## src/rtl/gray_rx_decoder.sv

```systemverilog
// Receives an asynchronous Gray count, synchronises it, decodes it to binary and checks single forward steps.
// Optional: define STEP_ERR_COUNT_EN to add the saturating err_count output.
module gray_rx_decoder #(
    parameter int WIDTH       = 4,
    parameter int SYNC_STAGES = 2,
    parameter int ERR_CNT_W   = 8
) (
    input  logic                 clk,
    input  logic                 rst_n,
    input  logic [WIDTH-1:0]     gray_in,
    input  logic                 err_clr,
    output logic [WIDTH-1:0]     bin_out,
    output logic                 bin_valid,
    output logic                 wrap,
    output logic                 step_err,
    output logic                 err_sticky,
`ifdef STEP_ERR_COUNT_EN
    output logic [ERR_CNT_W-1:0] err_count,
`endif
    output logic                 locked
);

    typedef enum logic [1:0] {
        ST_INIT  = 2'd0,
        ST_TRACK = 2'd1,
        ST_ERROR = 2'd2
    } state_t;

    localparam logic [2:0]       FILL_LAST = 3'(SYNC_STAGES);
    localparam logic [WIDTH-1:0] BIN_ONE   = {{(WIDTH-1){1'b0}}, 1'b1};
    localparam logic [WIDTH-1:0] BIN_ONES  = {WIDTH{1'b1}};

    // Elaboration-time guard on the parameter ranges the design supports
    generate
        if (SYNC_STAGES < 2 || SYNC_STAGES > 4 || ERR_CNT_W < 1 || WIDTH < 2) begin : g_bad_param
            $error("gray_rx_decoder: unsupported parameter value");
        end
    endgenerate

    function automatic logic [WIDTH-1:0] gray_to_bin(input logic [WIDTH-1:0] g);
        logic [WIDTH-1:0] b;
        b[WIDTH-1] = g[WIDTH-1];
        for (int i = WIDTH - 2; i >= 0; i--) begin
            b[i] = b[i+1] ^ g[i];
        end
        return b;
    endfunction

    logic [WIDTH-1:0] sync_r [SYNC_STAGES];
    logic [WIDTH-1:0] g_s;
    logic [WIDTH-1:0] dec_s;
    logic [WIDTH-1:0] prev_r;
    logic [2:0]       fill_r;
    logic             changed_s;
    logic             legal_s;
    logic             bad_s;
    logic             was_ones_s;
    state_t           state_r;

    // Multi-flop synchroniser; only the last stage is used by the decoder
    always_ff @(posedge clk or negedge rst_n) begin
        if (!rst_n) begin
            for (int i = 0; i < SYNC_STAGES; i++) begin
                sync_r[i] <= {WIDTH{1'b0}};
            end
        end else begin
            sync_r[0] <= gray_in;
            for (int i = 1; i < SYNC_STAGES; i++) begin
                sync_r[i] <= sync_r[i-1];
            end
        end
    end

    // Decode and step classification of the synchronised sample
    always_comb begin
        g_s        = sync_r[SYNC_STAGES-1];
        dec_s      = gray_to_bin(g_s);
        changed_s  = 1'b0;
        legal_s    = 1'b0;
        bad_s      = 1'b0;
        was_ones_s = 1'b0;
        if (g_s != prev_r) begin
            changed_s = 1'b1;
            legal_s   = (dec_s == (bin_out + BIN_ONE));
            bad_s     = (dec_s != (bin_out + BIN_ONE));
        end else begin
            changed_s = 1'b0;
        end
        if (bin_out == BIN_ONES) begin
            was_ones_s = 1'b1;
        end else begin
            was_ones_s = 1'b0;
        end
    end

    // Lock/track/error state machine with registered outputs
    always_ff @(posedge clk or negedge rst_n) begin
        if (!rst_n) begin
            state_r    <= ST_INIT;
            fill_r     <= 3'd0;
            prev_r     <= {WIDTH{1'b0}};
            bin_out    <= {WIDTH{1'b0}};
            bin_valid  <= 1'b0;
            wrap       <= 1'b0;
            step_err   <= 1'b0;
            err_sticky <= 1'b0;
            locked     <= 1'b0;
`ifdef STEP_ERR_COUNT_EN
            err_count  <= {ERR_CNT_W{1'b0}};
`endif
        end else begin
            bin_valid <= 1'b0;
            wrap      <= 1'b0;
            step_err  <= 1'b0;
            case (state_r)
                ST_INIT: begin
                    // Wait for the synchroniser to fill, then adopt the value unchecked
                    if (fill_r == FILL_LAST) begin
                        prev_r  <= g_s;
                        bin_out <= dec_s;
                        locked  <= 1'b1;
                        state_r <= ST_TRACK;
                    end else begin
                        fill_r <= fill_r + 3'd1;
                    end
                end
                ST_TRACK, ST_ERROR: begin
                    if (changed_s) begin
                        prev_r  <= g_s;
                        bin_out <= dec_s;
                    end
                    if (legal_s) begin
                        bin_valid <= 1'b1;
                        wrap      <= was_ones_s;
                    end
                    // A new error outranks a coincident clear request
                    if (bad_s) begin
                        step_err   <= 1'b1;
                        err_sticky <= 1'b1;
                        locked     <= 1'b0;
                        state_r    <= ST_ERROR;
`ifdef STEP_ERR_COUNT_EN
                        if (err_count != {ERR_CNT_W{1'b1}}) begin
                            err_count <= err_count + {{(ERR_CNT_W-1){1'b0}}, 1'b1};
                        end
`endif
                    end else if (err_clr && (state_r == ST_ERROR)) begin
                        err_sticky <= 1'b0;
                        locked     <= 1'b1;
                        state_r    <= ST_TRACK;
`ifdef STEP_ERR_COUNT_EN
                        err_count  <= {ERR_CNT_W{1'b0}};
`endif
                    end
                end
                default: begin
                    state_r    <= ST_INIT;
                    fill_r     <= 3'd0;
                    locked     <= 1'b0;
                    err_sticky <= 1'b0;
                end
            endcase
        end
    end

endmodule

```

## config.mk

```make
export PLATFORM = sky130hd
export DESIGN_NAME = gray_rx_decoder
export DESIGN_NICKNAME = d
export VERILOG_FILES = /design/src/rtl/gray_rx_decoder.sv
export SDC_FILE = /design/constraint.sdc
export NUM_CORES = 1
export LEC_CHECK = 0
export ABC_CLOCK_PERIOD_IN_PS = 2500
export CAP_MARGIN = 10
export CELL_PAD_IN_SITES_DETAIL_PLACEMENT = 1
export CELL_PAD_IN_SITES_GLOBAL_PLACEMENT = 1
export CORE_UTILIZATION = 35
export CTS_BUF_LIST = sky130_fd_sc_hd__clkbuf_4 sky130_fd_sc_hd__clkbuf_8
export DETAILED_ROUTE_END_ITERATION = 10
export PLACE_DENSITY_LB_ADDON = 0.1
export REMOVE_ABC_BUFFERS = 1
export SYNTH_ARGS = -nofsm -noshare
export SYNTH_HDL_FRONTEND = slang
export SYNTH_SLANG_ARGS = --single-unit
```

## constraint.sdc

```tcl
create_clock -name clk -period 2.5 [get_ports clk]
set_input_delay 0.25 -clock clk [delete_from_list [all_inputs] [get_ports clk]]
set_output_delay 0.25 -clock clk [all_outputs]
set_load 0.01 [all_outputs]
```

==> After elaboration in Yosys (flattened, before gate mapping) <==
Index checks and enable logic that the tools add are counted.
{ "totals": {"reg_bits": 26, "latchBits": 0, "ram_bits": 0, "rom_bits": 0, "output_inout_bits": 9, "wordCells": 66, "n_memories": 0} }
{ "op_classes": {"add_sub_neg": 2, "n_mul": 0, "div": 0, "order_cmp": 0, "n_eq_ne": 11, "n_shift": 0, "n_mux": 29, "bitwise_logic": 5, "reduce_logical": 8} }
{ "ops": {"columns": ["op", "n"], "rows": [
  ["$mux 4", 4],
  ["$pmux 4 s2", 2],
  ["$mux 1", 15],
  ["$ne 4x4->1", 2],
  ["$mux 2", 3],
  ["$ne 2x2->1 const B", 3],
  ["$pmux 3 s2", 1],
  ["$reduce_and 2->1", 3],
  ["$add 4x1->4 const B", 1],
  ["$eq 4x4->1", 1],
  ["$eq 4x4->1 const B", 1],
  ["$pmux 1 s2", 2],
  ["$pmux 2 s2", 1],
  ["$add 3x1->3 const B", 1],
  ["$eq 3x2->1 const B", 1],
  ["$mux 3", 1],
  ["$ne 3x3->1 const B", 1],
  ["$reduce_and 3->1", 1],
  ["$xor 1x1->1", 3],
  ["$eq 2x1->1 const B", 1],
  ["$eq 2x2->1 const B", 1],
  ["$logic_not 2->1", 1],
  ["$not 1->1", 2],
  ["$reduce_bool 2->1", 1],
  ["2 further kinds", 2]
]} }

==> Depth between registers and ports, before layout <==
{ "logic_depth": {"word_depth": 7, "ltp_mapped": 7, "ltp_nobuf": 7} }

==> Worst setup path after synthesis <==
OpenSTA, ideal clock, no wires.
{ "synth_timing": {"path_type": "register to register", "from": "register state_r[0]", "to": "register bin_out[1]", "t_arrival_ns": 1.751, "required_ns": 2.375, "setup_slack_ns": 0.624, "path_stages_with_launch": 7, "n_path_buf": 1, "path_cell_list": "dfrtp_1 > inv_1 > ha_1 > clkbuf_1 > inv_1 > o21ai_2 > mux2_2"} }
{ "synth_via": {"elab_chain_cells": 4, "word_cells_on_any_way": 9, "classes_between": "eq/ne (4); mux (1); reduce/logical (4)"} }
{ "synth_rtl": {"columns": ["item", "line_no", "source"], "rows": [
  ["from (decl)", "58", "state_t state_r;"],
  ["from (signal assigned)", "99", "state_r <= ST_INIT;"],
  ["from (signal assigned)", "122", "state_r <= ST_TRACK;"],
  ["from (signal assigned)", "141", "state_r <= ST_ERROR;"],
  ["$eq 2x2->1 or $eq 2x1->1 (tied branches)", "115", "case (state_r)"],
  ["$reduce_or 2->1", "115", null],
  ["$ne 2x2->1 (no source line) or $reduce_bool 2->1 (tied branches)", null, null],
  ["$reduce_and 3->1 (no source line)", null, null],
  ["to (signal assigned)", "102", "bin_out <= {WIDTH{1'b0}};"],
  ["to (signal assigned)", "120", "bin_out <= dec_s;"],
  ["to (signal assigned)", "130", "bin_out <= dec_s;"],
  ["to (decl)", "12", "output logic [WIDTH-1:0] bin_out,"]
]} }
Parallel ways exist; a longest one is shown, timed or not.
A chain may end at the register's enable or synchronous reset.

==> Worst setup path after layout <==
Same ends and word-level chain as after synthesis.

==> implementation parameters <==
Parameter                              Value

Setup path
  Critical Path Max Stage Delay ... 450 ps
  Maximum fanout count along the critical path ... 9
  Category of the worst setup path capture point ... flop
  Kind of launch point of the worst setup path ... flop
  Worst Path Class, Setup ... flop to flop
  Critical path cell sequence ... inv_1, ha_1, inv_1, o21ai_2, mux2_2
  Required time at the endpoint of the critical path ... 2720 ps
  Arrival time reported for the critical path endpoint ... 2180 ps
  Slowest-stage cell, CP ... ha_1
  Most used cell along the critical path ... inv_1

Global route
  Number of global-route vias before repair ... 798
  Wire length of the first global-routing pass ... 3680 µm
  Initial antenna violation count ... 0
  Maximum number of pins on one net before global-route repair ... 25
  GRT Total Usage ... 0.143
  Gr ovfl total ... 0

Die
  Cell row count ... 20
  Initial Util ... 0.374
  Area of the core region ... 3080 µm²
  DIE AREA ... 3520 µm²
  Die height ... 59.4 µm
  Width of the chip ... 59.4 µm
  Number of ports placed on the die boundary ... 16

Flow run
  Number of maximum-capacitance constraint violations ... 0

Clock network
  Number of clock buffers inserted by TritonCTS ... 3
  Clock latency of the later-clocked register in the worst-skew pair ... 310 ps
  Clock-pin slew reported for the worst setup and hold paths after clock tree synthesis ... 130 ps
  Number of setup buffers added after CTS ... 0
  Total of hold buffers inserted after clock tree synthesis ... 0
  Maximum buffer depth of the clock tree ... 2
  Level count of the clock H-tree ... 1
  Number of sinks handled by clock tree synthesis ... 24
  Post-cts repair resize count ... 0
  CTS tree ... done
  Root Buffer Master ... clkbuf_4

Power
  Power per standard cell area ... 1260 nW/µm²
  Switching portion of total power ... 0.376
  Total leakage power ... 0.605 nW
  Fraction of power consumed by sequential logic ... 0.341
  P_sw ... 669 µW
  Cell-internal power ... 1.11 mW
  Logic pwr share ... 0.503
  Power share of the clock group ... 0.156
  Maximum vdd drop ... 0.568 mV

Timing
  Total Negative Setup Slacks ... 0 ps
  Total setup violations reported at the end of the flow ... 0
  Max-slew violation count ... 0
  Post-route clock period utilization ... 0.787
  Final setup margin ... 532 ps
  Max Clock Skew ... 7.43 ps
  Period minus WS final ... 1970 ps
  Transition at the pin with the smallest max-transition slack ... 430 ps
  Headroom to the max-slew limit ... 0.713
  Final Hold Viols ... 0
  Setup repair after global routing missed its margin ... false
  Maximum operating frequency ... 508 MHz

Final layout
  Number of inserted diodes ... 0
  Net count, final ... 129
  Layout overhead on the synthesized area ... 22.1%
  Fill count ... 353
  Finished layout cell area ... 1410 µm²
  Share of cells above drive strength 1 ... 0.148

Routing
  Post-DR wirelength/cell ... 12.9 µm
  Total vias in the final route ... 749
  ANT nets after route ... 0
  Routed WL ... 2050 µm
  Drt initial violations ... 30
  Remaining DRCs ... 0
  Drt first pass iters ... 4
  Drt via density ... 4.71

Synth
  Top flip-flop cell by instance count after synthesis ... dfrtp_1
  Number of enable-type register cells in the synthesized netlist ... 0
  Number of cells produced by synthesis ... 97
  Flop and latch count out of synthesis ... 24
  Proportion of synthesized chip area in sequential cells ... 0.522
  Post-Syn Area ... 1150 µm²
  Portion of synthesized cell area occupied by the leading cell type ... 0.522
  Most frequent cell after synthesis ... dfrtp_1
  Cell taking the most area after synthesis ... dfrtp_1
  Top cell types by occurrence after synthesis ... 24 x dfrtp_1, 12 x nand2_1, 10 x xnor2_1
  Post-synthesis async set-or-reset flop share ... 1.00
  Yosys cell types ... 30
  Total of warnings raised by yosys ... 0
  Cell types occupying the most area after synthesis ... dfrtp_1 52%, xnor2_1 7.6%, ha_1 6.5%, mux2_2 4.9%, nand2_1 3.9%
  Mean area per synthesized cell ... 11.9 µm²

Placement
  Post-DP Area ... 1350 µm²
  Total of buffers placed on input and output ports ... 15
  Weighted congestion at the end of routability-driven global placement ... 0.722
  Worst Setup Slack post-DPL ... 531 ps
  HPWL after detailed placement ... 1600 µm

Min path
  Path type of the worst min-delay path ... input port to asynchronous set/reset pin

Outcome
  Status ... completed
[layer usage]
| layer | wire length, µm | up-vias | track usage | part of all wire |
|---|---|---|---|---|
| li1 | - | 367 | - | - |
| met1 | 1030 | 365 | 0.194 | 0.50 |
| met2 | 935 | 15 | 0.223 | 0.46 |
| met3 | 77 | 2 | 0.0459 | 0.037 |
| met4 | 16 | 0 | 0.0306 | 0.0078 |
| met5 | 0 | - | 0 | 0 |
[worst max-delay path, delay by kind of cell (launching register included)]
family,cells,cell delay (ps)
buf+inv,2,210
fa+ha+maj,1,450
flops,1,420
compound gates,1,400
mux,1,390
[sequential cells by signal, summed over array words and instances (netlist names)]
| signal | flops |
|---|---|
| g_s | 4 |
| step_err | 1 |
| prev_r | 3 |
| sync_r | 4 |
| err_sticky | 1 |
| bin_valid | 1 |
| wrap | 1 |
| state_r | 2 |
| bin_out | 4 |
| fill_r | 3 |
[path summary, 6_finish.rpt]
| check | from | end | slack [ps] | cells past startpoint |
|---|---|---|---|---|
| max in group asynchronous | rst_n | state_r[0] | 2000 | 2 |
| min in group clk | gray_in[3] | sync_r[7] | 350 | 1 |
| hold reg to reg | sync_r[5] | g_s[1] | 370 | 0 |
| setup / recovery | state_r[0] | bin_out[1] | 530 | 5 |
| hold / removal | rst_n | prev_r[1] | 270 | 2 |
| setup reg to reg | state_r[0] | bin_out[1] | 530 | 5 |
[cell families after synthesis]
group / synth area share
adders and majority gates: 0.0652
muxes: 0.0489
DFF: 0.522
buffers and inverters: 0.0326
xor gates and xnor gates: 0.0967
and+or+nand+nor: 0.111
AOI/OAI and AO/OA: 0.124
[cell type report]
class | instances | area (µm²) | area share
flip-flops and latches | 24 | 601 | 0.427
multi-input cells | 64 | 513 | 0.365
repair buffers | 16 | 158 | 0.112
well taps | 44 | 55.1 | 0.0392
clock inverters | 1 | 30.0 | 0.0214
inverters | 7 | 26.3 | 0.0187
clock buffers | 3 | 22.5 | 0.0160
[per-stage QoR]
| stage | power, mW | instances | utilization | hold slack (ps) |
|---|---|---|---|---|
| floorplan | 1.23 | 95 | - | -45.6 |
| global placement | 1.50 | 155 | 0.439 | 337 |
| detailed placement | 1.52 | 155 | 0.439 | 340 |
| CTS | 1.81 | 159 | 0.457 | 273 |
| global route | 1.94 | 159 | 0.457 | 279 |
| finish | 1.78 | 159 | 0.457 | 269 |
[placed cells by master, fill, tap and decap left out, drive strengths merged, types with 2 or more instances in the layout]
cell / count
ha: 6
inv: 7
nand2: 12
dfrtp: 24
nor2: 2
nand3: 3
a21oi: 2
o21ai: 8
clkbuf: 3
clkdlybuf4s50: 15
xnor2: 10
mux2: 5
[power groups by stage]
stage	Clock, mW	Sequential, mW	Combinational, mW
final	0.277	0.606	0.893
after floorplan	0	0.625	0.606
after detailed placement	0	0.619	0.906
after CTS	0.288	0.609	0.912
after global placement	0	0.609	0.892
after global routing	0.306	0.626	1.01
Note: power is estimated with default switching activity, not from simulation.
